File: config.mk
export PLATFORM = sky130hd
export DESIGN_NAME = axis2dvp
export DESIGN_NICKNAME = d
export VERILOG_FILES = /design/src/rtl/axis2dvp_pkg.sv /design/src/rtl/axis2dvp_tpg.sv /design/src/rtl/axis2dvp.sv
export SDC_FILE = /design/constraint.sdc
export NUM_CORES = 1
export LEC_CHECK = 0
export CAP_MARGIN = 20
export CORE_MARGIN = 4
export CORE_UTILIZATION = 48
export DETAILED_ROUTE_END_ITERATION = 7
export GPL_TIMING_DRIVEN = 0
export PLACE_DENSITY = 0.87
export REMOVE_ABC_BUFFERS = 1
export SYNTH_ARGS = -nofsm -noshare
export SYNTH_HDL_FRONTEND = slang
export SYNTH_SLANG_ARGS = --single-unit
export TNS_END_PERCENT = 20
File: constraint.sdc
create_clock -name clk -period 2.04 [get_ports clk]
set_clock_uncertainty 0.2 [all_clocks]
set_input_delay 0.408 -clock clk [delete_from_list [all_inputs] [get_ports clk]]
set_output_delay 0.408 -clock clk [all_outputs]
set_load 0.02 [all_outputs]
File: src/rtl/axis2dvp_pkg.sv
// axis2dvp shared types: FSM states, byte order and colour-bar values.
// Colour bars are used only when AXIS2DVP_TEST_PATTERN_EN is defined.
package axis2dvp_pkg;

   typedef enum logic [2:0] {
      S_IDLE,
      S_VSYNC,
      S_VBP,
      S_ACT,
      S_HBLANK,
      S_VFP
   } state_t;

   localparam bit HI_BYTE_FIRST = 1'b1;

   localparam logic [15:0] BAR_WHITE   = 16'hFFFF;
   localparam logic [15:0] BAR_YELLOW  = 16'hFFE0;
   localparam logic [15:0] BAR_CYAN    = 16'h07FF;
   localparam logic [15:0] BAR_GREEN   = 16'h07E0;
   localparam logic [15:0] BAR_MAGENTA = 16'hF81F;
   localparam logic [15:0] BAR_RED     = 16'hF800;
   localparam logic [15:0] BAR_BLUE    = 16'h001F;
   localparam logic [15:0] BAR_BLACK   = 16'h0000;

   function automatic logic [7:0] first_byte(
      input logic [15:0] px
   );
      return HI_BYTE_FIRST ? px[15:8] : px[7:0];
   endfunction

   function automatic logic [7:0] second_byte(
      input logic [15:0] px
   );
      return HI_BYTE_FIRST ? px[7:0] : px[15:8];
   endfunction

   function automatic logic [15:0] bar_rgb(
      input logic [2:0] bar
   );
      logic [15:0] c;
      unique case (bar)
         3'd0:    c = BAR_WHITE;
         3'd1:    c = BAR_YELLOW;
         3'd2:    c = BAR_CYAN;
         3'd3:    c = BAR_GREEN;
         3'd4:    c = BAR_MAGENTA;
         3'd5:    c = BAR_RED;
         3'd6:    c = BAR_BLUE;
         default: c = BAR_BLACK;
      endcase
      return c;
   endfunction

endpackage

File: src/rtl/axis2dvp_tpg.sv
// Colour-bar generator: pixel index in, RGB565 out.
// Instantiated only when AXIS2DVP_TEST_PATTERN_EN is defined.
module axis2dvp_tpg
   import axis2dvp_pkg::*;
#(
   parameter int H_ACT = 640,
   parameter int PW    = $clog2(H_ACT + 1)
) (
   input  logic [PW-1:0] pix,
   output logic [15:0]   rgb
);

   // narrow lines still get one pixel per bar
   localparam int BAR_W = (H_ACT >= 8) ? H_ACT / 8 : 1;

   logic [31:0] bar_idx;

   always_comb begin
      bar_idx = 32'(pix) / BAR_W;
      rgb     = (bar_idx > 32'd7) ? BAR_BLACK
                                  : bar_rgb(bar_idx[2:0]);
   end

endmodule

File: src/rtl/axis2dvp.sv
// AXI4-Stream RGB565 to DVP byte stream with self-generated timing.
// AXIS2DVP_TEST_PATTERN_EN adds pattern_en and a colour-bar source.
module axis2dvp
   import axis2dvp_pkg::*;
#(
   parameter int H_ACT     = 640,
   parameter int V_ACT     = 480,
   parameter int H_BLANK   = 64,
   parameter int VSYNC_LEN = 16,
   parameter int V_BP      = 32,
   parameter int V_FP      = 32
) (
   input  logic        clk,
   input  logic        reset,
   input  logic [15:0] axis_tdata,
   input  logic        axis_tvalid,
   output logic        axis_tready,
   input  logic        axis_tuser,
   input  logic        axis_tlast,
   output logic        dvp_vsync,
   output logic        dvp_href,
   output logic [7:0]  dvp_data,
   output logic [15:0] frame_cnt,
   output logic [3:0]  status
`ifdef AXIS2DVP_TEST_PATTERN_EN
   ,
   input  logic        pattern_en
`endif
);

   localparam int PW   = $clog2(H_ACT + 1);
   localparam int LW   = $clog2(V_ACT + 1);
   localparam int TA   = VSYNC_LEN > V_BP ? VSYNC_LEN : V_BP;
   localparam int TB   = H_BLANK > V_FP ? H_BLANK : V_FP;
   localparam int TMAX = TA > TB ? TA : TB;
   localparam int TW   = $clog2(TMAX + 1);

   localparam logic [TW-1:0] T_VS  = TW'(VSYNC_LEN - 1);
   localparam logic [TW-1:0] T_VBP = TW'(V_BP - 1);
   localparam logic [TW-1:0] T_HB  = TW'(H_BLANK - 1);
   localparam logic [TW-1:0] T_VFP = TW'(V_FP - 1);
   localparam logic [PW-1:0] PIX_LAST  = PW'(H_ACT - 1);
   localparam logic [LW-1:0] LINE_LAST = LW'(V_ACT - 1);

   state_t        state, state_d;
   logic [TW-1:0] tmr, tmr_d;
   logic [PW-1:0] pix, pix_d;
   logic [LW-1:0] line, line_d;
   logic          phase, phase_d;
   logic          frame_done;
   logic          pat_start;
   logic          pat_mode;
   logic [15:0]   pat_rgb;
   logic [15:0]   data_q;
   logic [2:0]    err_q;

`ifdef AXIS2DVP_TEST_PATTERN_EN
   logic pat_q;

   assign pat_start = pattern_en;
   assign pat_mode  = pat_q;

   always_ff @(posedge clk) begin
      if (reset)
         pat_q <= 1'b0;
      else if (state == S_IDLE)
         pat_q <= pattern_en;
   end

   axis2dvp_tpg #(
      .H_ACT (H_ACT),
      .PW    (PW)
   ) u_tpg (
      .pix (pix),
      .rgb (pat_rgb)
   );
`else
   assign pat_start = 1'b0;
   assign pat_mode  = 1'b0;
   assign pat_rgb   = 16'h0000;
`endif

   always_comb begin
      state_d     = state;
      tmr_d       = tmr;
      pix_d       = pix;
      line_d      = line;
      phase_d     = phase;
      frame_done  = 1'b0;
      axis_tready = 1'b0;
      unique case (state)
         S_IDLE: begin
            tmr_d   = '0;
            pix_d   = '0;
            line_d  = '0;
            phase_d = 1'b0;
            // SOF beat is left on the bus for pixel 0
            axis_tready = ~pat_start & axis_tvalid
                        & ~axis_tuser;
            if (pat_start | (axis_tvalid & axis_tuser))
               state_d = S_VSYNC;
         end
         S_VSYNC: begin
            tmr_d = tmr + 1'b1;
            if (tmr == T_VS) begin
               tmr_d   = '0;
               state_d = S_VBP;
            end
         end
         S_VBP: begin
            tmr_d = tmr + 1'b1;
            if (tmr == T_VBP) begin
               tmr_d   = '0;
               state_d = S_ACT;
            end
         end
         S_ACT: begin
            phase_d     = ~phase;
            axis_tready = ~phase & ~pat_mode;
            if (phase) begin
               pix_d = pix + 1'b1;
               if (pix == PIX_LAST) begin
                  pix_d   = '0;
                  state_d = S_HBLANK;
               end
            end
         end
         S_HBLANK: begin
            tmr_d = tmr + 1'b1;
            if (tmr == T_HB) begin
               tmr_d = '0;
               if (line == LINE_LAST) begin
                  line_d  = '0;
                  state_d = S_VFP;
               end else begin
                  line_d  = line + 1'b1;
                  state_d = S_ACT;
               end
            end
         end
         S_VFP: begin
            tmr_d = tmr + 1'b1;
            if (tmr == T_VFP) begin
               tmr_d      = '0;
               frame_done = 1'b1;
               state_d    = S_IDLE;
            end
         end
         default: state_d = S_IDLE;
      endcase
   end

   always_ff @(posedge clk) begin
      if (reset) begin
         state <= S_IDLE;
         tmr   <= '0;
         pix   <= '0;
         line  <= '0;
         phase <= 1'b0;
      end else begin
         state <= state_d;
         tmr   <= tmr_d;
         pix   <= pix_d;
         line  <= line_d;
         phase <= phase_d;
      end
   end

   always_ff @(posedge clk) begin
      if (reset) begin
         dvp_vsync <= 1'b0;
         dvp_href  <= 1'b0;
         dvp_data  <= '0;
         data_q    <= '0;
         frame_cnt <= '0;
         err_q     <= '0;
      end else begin
         dvp_vsync <= (state == S_VSYNC);
         dvp_href  <= (state == S_ACT);
         dvp_data  <= '0;
         if (frame_done)
            frame_cnt <= frame_cnt + 16'd1;
         if (state == S_ACT) begin
            if (phase) begin
               dvp_data <= second_byte(data_q);
            end else if (pat_mode) begin
               data_q   <= pat_rgb;
               dvp_data <= first_byte(pat_rgb);
            end else if (axis_tvalid) begin
               data_q   <= axis_tdata;
               dvp_data <= first_byte(axis_tdata);
               if (axis_tuser && (pix != '0 || line != '0))
                  err_q[1] <= 1'b1;
               if (axis_tlast != (pix == PIX_LAST))
                  err_q[2] <= 1'b1;
            end else begin
               // missing beat: slot stays, pixel is dropped
               data_q   <= '0;
               err_q[0] <= 1'b1;
            end
         end
      end
   end

   assign status = {state != S_IDLE, err_q};

endmodule

======== Word level (Yosys, flattened, before mapping) ========
Index checks and enable logic that the tools add are counted.
word-level totals
  flip-flop bits (word level) ............. 67
  output and inout bits ................... 31
  memories ................................ 0
  latch bits .............................. 0
  word-level logic and storage cells ...... 85
  memory bits (writable) .................. 0
  memory bits (read-only) ................. 0
operators by class
  equal/unequal tests ..................... 18
  $lt $le $gt $ge ......................... 0
  bitwise operators ....................... 6
  add/sub/neg operators ................... 4
  multiplexer cells ....................... 26
  reductions and logical operators ........ 18
  divide/modulo/power cells ............... 0
  $mul .................................... 0
  shifts and indexed selects .............. 0
operator list
  cell                                                              number
  7-bit one-hot mux with 4 select lines                             1
  3-bit two-way mux                                                 8
  8-bit two-way mux                                                 3
  7-bit two-way mux                                                 3
  10-bit two-way mux                                                2
  10-bit one-hot mux with 2 select lines                            1
  9-bit two-way mux                                                 2
  3-bit one-hot mux with 6 select lines                             1
  9-bit one-hot mux with 2 select lines                             1
  16-bit by 1-bit adder with 16-bit output (second input constant)  1
  2-bit inequality test (second input constant)                     7
  10-bit by 1-bit adder with 10-bit output (second input constant)  1
  10-bit == test (second input constant)                            1
  10-bit nonzero test                                               1
  9-bit by 1-bit adder with 9-bit output (second input constant)    1
  9-bit == test (second input constant)                             1
  9-bit nonzero test                                                1
  4-bit AND reduction                                               2
  7-bit by 1-bit adder with 7-bit output (second input constant)    1
  7-bit by 4-bit == test with 1-bit output (second input constant)  1
  7-bit by 5-bit == test with 1-bit output (second input constant)  1
  7-bit by 6-bit == test with 1-bit output (second input constant)  1
  7-bit AND reduction                                               1
  3-bit by 2-bit == test with 1-bit output (second input constant)  2
  16 further kinds                                                  27

======== Logic depth before layout (Yosys ltp) ========
  word-level depth ........................ 4
  mapped depth ............................ 8

======== Worst setup path after synthesis ========
No wires, ideal clock.
  kind .................................... register to register
  start ................................... reg tmr[0]
  end ..................................... reg frame_cnt[15]
  setup time .............................. 0.070 ns
  stages on the path, launching flop included .. 6
  arrival time ............................ 1.950 ns
  path slack .............................. -0.180 ns
  clock period less this slack ............ 2.220 ns
  required time ........................... 1.770 ns
  path through ............................ dfxtp_1 -> ha_1 -> nand4_2 -> or4b_1 -> or4_1 -> a21oi_1
between the ends
  word-level cells in the longest chain between the ends .. 3
RTL lines
  item                                      line             text
  start: declaration                        axis2dvp.sv:46   logic [TW-1:0] tmr, tmr_d;
  start signal: assignment                  axis2dvp.sv:162  tmr <= tmr_d;
  7-bit by 5-bit == test with 1-bit output  axis2dvp.sv:143  if (tmr == T_VFP) begin
  1-bit two-way mux                         axis2dvp.sv:143
  1-bit two-way mux                         axis2dvp.sv:91   unique case (state)
  end signal: assignment                    axis2dvp.sv:182  frame_cnt <= frame_cnt + 16'd1;
  end: declaration                          axis2dvp.sv:23   output logic [15:0] frame_cnt,
Every way passes these cells.
A chain may end at the register's enable or synchronous reset.

======== Worst setup path in the final report ========
  start ................................... reg tmr[1]
  end ..................................... reg state[1]
between the ends
  word-level cells in the longest chain between the ends .. 3
RTL lines
  item                                                                    line             text
  7-bit by 6-bit == test with 1-bit output, or another cell as far along  axis2dvp.sv:130  if (tmr == T_HB) begin
  2-bit inequality test (no source line)                                  -
  7-bit AND reduction (no source line) *                                  -
  end signal: assignment                                                  axis2dvp.sv:161  state <= state_d;
  end: declaration                                                        axis2dvp.sv:45   state_t state, state_d;
Mark *: on every way between the ends. The rest lies on a longest branch, timed or not.

==> results.sh <==
export IMPL_r2r_cells=6
export IMPL_grt_pass1_wl_um=14500
export IMPL_overflow=0
export IMPL_dp_cells=500
export IMPL_worstSetupPathType="flop to flop"
export IMPL_power_density_nw_per_um2=942
export IMPL_ir_drop_v=0.000478
export IMPL_fmax_ghz=0.454
export IMPL_multi_input_area_um2=1960
export IMPL_start_util=0.498
export IMPL_n_antenna_cell=0
export IMPL_seq_power_share=0.357
export IMPL_status="finished, violations left"
export IMPL_swShare=0.347
export IMPL_drive_gt1_frac=0.204
export IMPL_synth_most_common_cell="dfxtp_1"
export IMPL_nets=488
export IMPL_antenna_found_initial=0
export IMPL_cts_tree="done"
export IMPL_cp_arrival_ns=2.27
export IMPL_place_congestion=0.837
export IMPL_io_pins=52
export IMPL_die_area_um2=8040
export IMPL_dr_wl_met3_um=872
export IMPL_max_slew_worst_pin_slew_ns=0.718
export IMPL_p_leak_nw=1.73
export IMPL_wirelength_um=10300
export IMPL_fillers=420
export IMPL_track_usage=0.231
export IMPL_drtPass1Iterations=8
export IMPL_ys_ff_latch=67
export IMPL_viasPerCell=6.45
export IMPL_drt_iter0_drc=561
export IMPL_synthCells=391
export IMPL_root_buffer="clkbuf_8"
export IMPL_layout_setup_ws_ns=-0.162
export IMPL_synth_top_area_share=0.419
export IMPL_synth_edf_count=0
export IMPL_syn_area_um2=3200
export IMPL_row_count=29
export IMPL_ys_top_cells_by_area="dfxtp_1 (42%), nor2_1 (6.8%), nand2_1 (5.0%), xor2_1 (4.9%), nand3_1 (3.8%)"
export IMPL_grt_pass1_vias=3132
export IMPL_p_int_mw=2.72
export IMPL_async_flop_share=0
export IMPL_comb_power_share=0.338
export IMPL_violations="design-rule violations, negative setup slack"
export IMPL_ant_nets=0
export IMPL_yosysWarnings=0
export IMPL_post_route_min_period_ns=2.20
export IMPL_clock_latency_ns=0.35
export IMPL_postLayoutCoreUtil=0.689
export IMPL_htree_levels=3
export IMPL_setup_viol=9
export IMPL_num_vias=3500
export IMPL_core_area_um2=6420
export IMPL_period_share=1.08
export IMPL_wl_met1_um=3870
export IMPL_clock_sinks=67
export IMPL_place_hpwl_um=5320
export IMPL_dieWidth_um=89.7
export IMPL_synth_ff_type="dfxtp_1"
export IMPL_end_kind="flop"
export IMPL_switchingPower_mw=1.45
export IMPL_cts_made_buffers=9
export IMPL_worstPathMaxFanout=5
export IMPL_power_clock_fraction=0.305
export IMPL_instances_no_fill=543
export IMPL_drt_wirelength_per_cell_um=19.0
export IMPL_wl_met2_um=4990
export IMPL_clkTransAtPathRegs_ns=0.07
export IMPL_maxSlewViolCount=0
export IMPL_grt_max_degree=43
export IMPL_syn_area_per_cell_um2=8.19
export IMPL_synth_seq_area_share=0.419
export IMPL_portBuffers=51
export IMPL_yosysUniqueCellTypes=56
export IMPL_hp_class="flop to flop"
export IMPL_startpoint_type="flop"
export IMPL_cts_hold_buffers_added=0
export IMPL_fp_dieH_um=89.7
export IMPL_cap_viol_max_count=0
export IMPL_cp_data_required_time_ns=2.11
export IMPL_area_sequential_um2=1370
export IMPL_synth_top_cell_by_area="dfxtp_1"
export IMPL_hold_depth=2
export IMPL_cts_buffer_depth=2
export IMPL_slew_headroom=0.520
export IMPL_area_delta_synth_final_pct=38.3
export IMPL_hold_viol=0
export IMPL_top_layer="met4"
export IMPL_grt_setup_unrepaired="true"
export IMPL_drc_errors=2
export IMPL_synth_common_cells="dfxtp_1 (67), nor2_1 (58), nand2_1 (43)"
cell families after synthesis:
group                    after synthesis  share of synthesized area
AND/OR/NAND/NOR                      184                      0.286
AO/OA/AOI/OAI                         73                      0.149
flip-flops                            67                      0.419
buffers and inverters                 32                     0.0414
XOR/XNOR                              27                     0.0739
adder cells (fa/ha/maj)                6                     0.0235
multiplexers                           2                    0.00665
worst paths after layout:
check	startpoint	endpoint	slack, ns
max	tmr[1]$_SDFFE_PP0P_	state[1]$_SDFFE_PP0P_	-0.16
min	data_q[4]$_SDFFE_PP0P_	data_q[4]$_SDFFE_PP0P_	0.26
max reg2reg	tmr[1]$_SDFFE_PP0P_	state[1]$_SDFFE_PP0P_	-0.16
min reg2reg	data_q[4]$_SDFFE_PP0P_	data_q[4]$_SDFFE_PP0P_	0.26
power groups by stage:
stage	clock [mW]	sequential, mW	combinational (mW)
CTS	1.26	1.48	1.06
floorplan	0	1.49	0.548
finish	1.27	1.49	1.41
global placement	0	1.50	0.795
detailed placement	0	1.50	0.813
global route	1.32	1.49	1.48
metal layers:
layer  track usage  vias to the layer above
met1         0.273                     1626
li1              -                     1530
met4         0.138                        0
met5             0                        -
met2         0.388                      263
met3        0.0420                       81
flip-flops by register name (all words and copies together), names as in the netlist:
signal,flops
state,3
frame_cnt,16
dvp_data,8
err_q,3
phase,1
dvp_vsync,1
data_q,8
tmr,7
pix,10
line,9
dvp_href,1
area by class of cell:
cell class,instances,area share
multi-input combinational,292,0.442
sequential,67,0.310
timing repair buffer,78,0.163
clock buffer,12,0.0351
tap,77,0.0218
clock inverter,4,0.0164
inverter,13,0.0119
stage by stage:
stage / hold WS (ns) / total power [mW] / area [um2] / TNS [ns] / setup WS [ns]
3_3_place_gp: 0.238 / 2.30 / 3720 / -56.32 / -1.51
2_1_floorplan: 0.226 / 2.03 / 3120 / -1.62 / -0.253
6_report: 0.256 / 4.17 / 4430 / -0.710 / -0.162
5_1_grt: 0.281 / 4.29 / 4430 / -1.65 / -0.215
4_1_cts: 0.258 / 3.81 / 4230 / -0.315 / -0.0792
3_5_place_dp: 0.248 / 2.32 / 3720 / -17.76 / -0.652
cells in the final DEF (no fill, tap or decap), types with 3 or more instances in the layout:
cell type	n
buf_4	28
a22oi_1	10
xor2_1	18
nand4_1	13
nor2_1	54
nand3b_1	3
ha_1	4
nand2_1	42
and4_1	3
dfxtp_4	6
dlymetal6s2s_1	6
dfxtp_1	55
dfxtp_2	6
a21oi_1	21
nor2_2	3
a31oi_1	4
and3_1	5
nor3_1	4
a211oi_1	4
xnor2_1	9
o21ai_2	3
nor4_1	3
clkdlybuf4s50_1	40
clkbuf_8	11
o21ai_0	8
or2_4	3
inv_1	11
nand3_1	24
repair_timing:
action	4_1_cts	5_1_grt
cloned	0	0
resized for setup	56	30
buffers inserted	16	11
pin swaps	9	8
endpoints found under the setup margin	42	44
critical path, cell delays in order (launching register included):
cell,delay (ns)
dfxtp_2,0.36
ha_4,0.19
nand4_4,0.15
o211ai_1,0.34
o311ai_4,0.19
or4b_1,0.53
a21oi_1,0.16
(Power assumes the default switching activity.)
